`src/rtl/enc16to4_seq_pkg.sv`:
```
// Shared definitions for the sequential 16-to-4 encoder: FSM states, widths
// and the line-vector to bit-vector helper.
package enc16to4_seq_pkg;

   localparam int N_LINES = 16;
   localparam int CODE_W  = 4;

   typedef enum logic {
      ST_IDLE = 1'b0,
      ST_EMIT = 1'b1
   } state_e;

   // Line vectors are declared [0:15] so that bit i means code i; internally a
   // conventional [15:0] vector with the same bit-to-code mapping is used.
   function automatic logic [N_LINES-1:0] lines_to_vec(input logic [0:N_LINES-1] lines);
      logic [N_LINES-1:0] v;
      for (int i = 0; i < N_LINES; i++) begin
         v[i] = lines[i];
      end
      return v;
   endfunction

endpackage

```
`src/rtl/enc16to4_seq_prio_enc16.sv`:
```
// Combinational 16-bit priority encoder: index of the winning set bit, its
// one-hot mask, and flags for "any bit set" and "exactly one bit set".
module prio_enc16
   import enc16to4_seq_pkg::*;
#(
   parameter bit LSB_FIRST = 1'b1
) (
   input  logic [N_LINES-1:0] vec_i,
   output logic [CODE_W-1:0]  idx_o,
   output logic               any_o,
   output logic [N_LINES-1:0] onehot_o,
   output logic               single_o
);

   always_comb begin
      idx_o = '0;
      // Scan toward the winning end so that the last hit is the priority one.
      if (LSB_FIRST) begin
         for (int i = N_LINES - 1; i >= 0; i--) begin
            if (vec_i[i]) idx_o = CODE_W'(i);
         end
      end else begin
         for (int i = 0; i < N_LINES; i++) begin
            if (vec_i[i]) idx_o = CODE_W'(i);
         end
      end
   end

   assign any_o    = |vec_i;
   assign onehot_o = any_o ? (N_LINES'(1) << idx_o) : '0;
   assign single_o = any_o && ((vec_i & (vec_i - N_LINES'(1))) == '0);

endmodule

```
`src/rtl/enc16to4_seq.sv`:
```
// Sequential 16-to-4 encoder: captures a multi-hot line word on a valid/ready
// handshake and emits the code of every set line, one per accepted beat.
module enc16to4_seq
   import enc16to4_seq_pkg::*;
#(
   parameter bit LSB_FIRST = 1'b1
) (
   input  logic                clk,
   input  logic                rst_n,
   input  logic                in_valid,
   output logic                in_ready,
   input  logic [0:N_LINES-1]  D,
   input  logic                En,
   output logic                out_valid,
   input  logic                out_ready,
   output logic [CODE_W-1:0]   A,
   output logic                last,
   output logic                none
);

   state_e               state_q, state_d;
   logic [N_LINES-1:0]   pending_q, pending_d;
   logic [N_LINES-1:0]   mask_q, mask_d;
   logic [CODE_W-1:0]    a_q, a_d;
   logic                 last_q, last_d;
   logic                 none_q, none_d;
   logic                 vld_q, vld_d;

   logic [N_LINES-1:0]   scan_vec;
   logic [CODE_W-1:0]    enc_idx;
   logic                 enc_any;
   logic [N_LINES-1:0]   enc_onehot;
   logic                 enc_single;
   logic                 capture;
   logic                 accept;

   prio_enc16 #(
      .LSB_FIRST (LSB_FIRST)
   ) u_prio (
      .vec_i    (scan_vec),
      .idx_o    (enc_idx),
      .any_o    (enc_any),
      .onehot_o (enc_onehot),
      .single_o (enc_single)
   );

   always_ff @(posedge clk or negedge rst_n) begin
      if (!rst_n) begin
         state_q <= ST_IDLE;
      end else begin
         state_q <= state_d;
      end
   end

   always_comb begin
      state_d = state_q;
      case (state_q)
         ST_IDLE: if (in_valid) state_d = ST_EMIT;
         ST_EMIT: if (vld_q && out_ready && last_q) state_d = ST_IDLE;
         default: state_d = ST_IDLE;
      endcase
   end

   // The encoder looks at the word the next beat will come from, so the
   // beat outputs can be registered without an extra cycle of latency.
   always_comb begin
      in_ready  = (state_q == ST_IDLE);
      capture   = in_ready && in_valid;
      accept    = vld_q && out_ready;
      scan_vec  = pending_q;
      pending_d = pending_q;
      mask_d    = mask_q;
      a_d       = a_q;
      last_d    = last_q;
      none_d    = none_q;
      vld_d     = vld_q;
      if (capture) begin
         scan_vec  = En ? lines_to_vec(D) : '0;
         pending_d = scan_vec;
         mask_d    = enc_onehot;
         a_d       = enc_any ? enc_idx : '0;
         last_d    = enc_any ? enc_single : 1'b1;
         none_d    = !enc_any;
         vld_d     = 1'b1;
      end else if (accept) begin
         if (last_q) begin
            pending_d = '0;
            mask_d    = '0;
            a_d       = '0;
            last_d    = 1'b0;
            none_d    = 1'b0;
            vld_d     = 1'b0;
         end else begin
            scan_vec  = pending_q & ~mask_q;
            pending_d = scan_vec;
            mask_d    = enc_onehot;
            a_d       = enc_idx;
            last_d    = enc_single;
            none_d    = 1'b0;
         end
      end
   end

   always_ff @(posedge clk or negedge rst_n) begin
      if (!rst_n) begin
         pending_q <= '0;
         mask_q    <= '0;
         a_q       <= '0;
         last_q    <= 1'b0;
         none_q    <= 1'b0;
         vld_q     <= 1'b0;
      end else begin
         pending_q <= pending_d;
         mask_q    <= mask_d;
         a_q       <= a_d;
         last_q    <= last_d;
         none_q    <= none_d;
         vld_q     <= vld_d;
      end
   end

   assign out_valid = vld_q;
   assign A         = a_q;
   assign last      = last_q;
   assign none      = none_q;

endmodule

```
`config.mk`:
```
export PLATFORM = sky130hd
export DESIGN_NAME = enc16to4_seq
export DESIGN_NICKNAME = d
export VERILOG_FILES = /design/src/rtl/enc16to4_seq_pkg.sv /design/src/rtl/enc16to4_seq_prio_enc16.sv /design/src/rtl/enc16to4_seq.sv
export SDC_FILE = /design/constraint.sdc
export NUM_CORES = 1
export LEC_CHECK = 0
export ABC_AREA = 1
export ABC_CLOCK_PERIOD_IN_PS = 2000
export CAP_MARGIN = 20
export CORE_AREA = 10 10 82 84
export DETAILED_ROUTE_END_ITERATION = 16
export DIE_AREA = 0 0 92 94
export PLACE_DENSITY = 0.73
export SLEW_MARGIN = 20
export SYNTH_ARGS = -nofsm -noshare
export SYNTH_HDL_FRONTEND = slang
export SYNTH_SLANG_ARGS = --single-unit
```
`constraint.sdc`:
```
create_clock -name clk -period 2 [get_ports clk]
set_input_delay 0.3 -clock clk [delete_from_list [all_inputs] [get_ports clk]]
set_output_delay 0.3 -clock clk [all_outputs]
set_load 0.05 [all_outputs]
```
==> summary.md <==
| Metric | Value |
|---|---|
| Post-synthesis simple-gate area fraction | between 30% and 40% |
| Area growth syn-to-layout | 59.9% |
| Starting Density | 48.3% |
| Worst-path fanout max | 7 |
| Adder-Cell Fraction of Synth Area | less than 1% |
| Number of global-route vias before repair | 2834 |
| Failing checks | setup timing |
| DRT iter0 DRCs | approximately 330 |
| Post-Synth XOR/XNOR Area | 0% |
| Hold Path Class | primary input to asynchronous set/reset pin |
| First-pass GRT wire length | between 10000 and 15000 um |
| Placed cell areas | approximately 3200 um^2 |
| Leakage | ~1.8 nW |
| Top post-synthesis cells by count | nand2_1 (91), nor2_1 (45), dfrtp_1 (40) |
| Final worst path period need | 2.47 ns |
| Final instance area | approximately 3900 um^2 |
| Post-Place Worst Slack | -0.669 ns |
| Fraction of registers with async set/reset | between 90% and 100% |
| Total grt overflow | 0 |
| Clk sinks | 40 |
| I/O Buffers | 28 |
| Worst clock skew | between 0.01 and 0.015 ns |
| Layout Nets | between 400 and 500 |
| Wirelength, routed | between 9000 and 10000 um |
| Final worst setup slack | -0.469 ns |
| Dominant cells by area after synthesis | dfrtp_1 (41%), nand2_1 (14%), o21ai_0 (7.8%) |
| Total track usage | between 10% and 20% |
| Clock Latency Late Sink | 0.31 ns |
| Clock root buffer | clkbuf_8 |
| Share of layout cells above drive strength 1 | between 40% and 50% |
| H-tree depth | 2 |
| Mapped Nets | 351 |
| Longest Clk Path Bufs | 2 |
| Post-synth top flop | dfrtp_1 |
| Yosys reg bits | 40 |
| Routed len/inst | ~19 um |
| RSZ-0062 raised after global routing | true |
| Distinct cell type count after synthesis | 35 |
| Io pins | 29 |
| Pwr dens | around 1800 nW/um^2 |
| Post-synthesis cell count | 330 |
| Detailed placer's ending HPWL | roughly 5200 um |
| DRT Pass-1 Iters | 5 |
| Avg Synthesized Cell Area | around 7.4 um^2 |
| Max-slew violation count | 0 |
| Tightest Pin Transition | roughly 0.83 ns |
| Hold buffer count at cts | 0 |
| Number of synthesized flops with an enable pin | 0 |
| Top cell type's share of synthesized area | between 40% and 50% |
| Startpoint Class | flip-flop |
| Avg Vias per Cell | just under 6 |
| Mux contribution to synthesized area | 0% |
| Synth area leader | dfrtp_1 |
| Gp weighted congestion | about 0.89 |
| Mapped cell area | roughly 2500 um^2 |
| Residual DRC | 0 |
| TritonCTS clock tree | done |
| # diodes | 0 |
| Fillers | 318 |
| Main combinational cell family by area after synthesis | simple AND/OR/NAND/NOR gates |
| Relative slew slack | between 40% and 50% |
| Core footprint | roughly 5100 um^2 |
| FP Rows | 26 |
| Die X-Extent | about 90 um |
| Vert. Die Dim | approximately 94 um |
| Status | finished with violations |
| Number of max-cap violations | 0 |
| Area of the die | 8650 um^2 |
| Finish-stage setup viols | 23 |
| WHS | roughly 0.075 ns |
| Sequential element share of the synthesized area | 40.8% |
| Count leader, synth | nand2_1 |
| Crit Path Class | flip-flop to flip-flop |
| Warnings from Yosys | 0 |
| Largest net degree at the start of global routing | 36 |
| CP Capture Type | flip-flop |
| Final hold vios | 0 |
| Post-route ant nets | 0 |
| Final Cycle Share | 123% |
| Clk pin slew, worst setup/hold paths | approximately 0.09 ns |
| CTS buffer count | 5 |
| Worst Path Arrival | between 2 and 3 ns |
| Worst VDD drop | 1.15 mV |
| Synth Area in Compound Gates | a little under a fifth |
| Vias | a little under 3000 |
| Maximum clock rate | around 400 MHz |
| Crit path required time | between 2 and 2.5 ns |
| Initial antenna violation count | 0 |
layout by cell type (no fill, tap or decap), types with 10 or more instances in the layout:
cell / count
nor2_4: 10
nand2_1: 73
clkdlybuf4s50_1: 23
inv_1: 21
nor2_1: 33
o21ai_0: 30
buf_4: 68
nand2_2: 15
dfrtp_1: 38
nor2_2: 11
nand4_1: 10
final timing paths:
kind / endpoint / startpoint / depth (start not counted) / slack [ns]
worst max-delay path: mask_q[15]$_DFFE_PN0P_ / last$_DFFE_PN0P_ / 17 / -0.47
worst min-delay path: last$_DFFE_PN0P_ / rst_n / 1 / 0.08
worst max register to register: mask_q[15]$_DFFE_PN0P_ / last$_DFFE_PN0P_ / 17 / -0.47
worst min register to register: A[3]$_DFFE_PN0P_ / A[3]$_DFFE_PN0P_ / 2 / 0.49
max in group asynchronous: mask_q[9]$_DFFE_PN0P_ / rst_n / 2 / 1.30
min in group clk: pending_q[14]$_DFFE_PN0P_ / En / 3 / 0.40
through the flow:
| stage | std cells | setup TNS, ns | power (W) | util (%) |
|---|---|---|---|---|
| floorplan | 330 | -0.736 | 0.00322 | - |
| detailed placement | 468 | -13.40 | 0.00435 | 63.2 |
| global placement | 468 | -11.28 | 0.00429 | 63.2 |
| global route | 507 | -10.85 | 0.00716 | 77.3 |
| finish | 507 | -8.83 | 0.00688 | 77.3 |
| CTS | 492 | -2.76 | 0.00583 | 71.7 |
layer usage:
metal	vias up	share of wire [%]	GRT usage [%]
met3	56	9.4	4.32
li1	1294	-	-
met2	243	49	34.0
met4	0	4.3	8.35
met1	1372	38	23.0
met5	-	0	0
power breakdown:
group          switching (W)  total [W]  leakage (nW)  internal (W)
Clock               0.000341   0.000717        0.0548      0.000376
Combinational        0.00275    0.00482          1.27       0.00207
Sequential          0.000256    0.00134         0.525       0.00108
Total                0.00335    0.00688          1.85       0.00353
final cells by class:
class | instances | area [um^2] | area share [%]
clock buffer | 5 | 68.8 | 1.75
clock inverter | 3 | 46.3 | 1.18
inverter | 34 | 140 | 3.57
multi-input combinational | 246 | 1580 | 40.4
sequential | 40 | 1000 | 25.6
tap | 70 | 87.6 | 2.23
timing repair buffer | 109 | 993 | 25.3
critical path, cell delays in order, from the launching register on:
cell,delay (ns)
dfrtp_2,0.46
nor2_4,0.15
buf_12,0.14
buf_16,0.12
a21oi_4,0.05
a22oi_2,0.18
buf_4,0.16
nand2_1,0.06
nand2_1,0.05
nand2_1,0.05
nand2_1,0.10
nand2_1,0.09
nand2_1,0.08
nand2_1,0.08
nand2_2,0.12
buf_6,0.12
nand4_1,0.19
o21ai_1,0.18
kinds of logic (layout without fill, tap and decap cells):
group | Yosys count | after routing
compound gates | 69 | 69
flops | 40 | 40
fa+ha+maj | 1 | 1
buf+inv | 44 | 151
simple gates | 176 | 176
flip-flops by register name (all words and copies together), names as in the netlist:
name,cells
last,1
state_q,1
A,4
mask_q,16
pending_q,16
none,1
out_valid,1
what timing repair did:
| action | CTS | global route |
|---|---|---|
| pin swaps | 20 | 43 |
| resized for setup | 49 | 46 |
| buffers inserted | 15 | 17 |
| endpoints found under the setup margin | 23 | 23 |
| gates cloned | 1 | 0 |
Note: power is estimated with default switching activity, not from simulation.
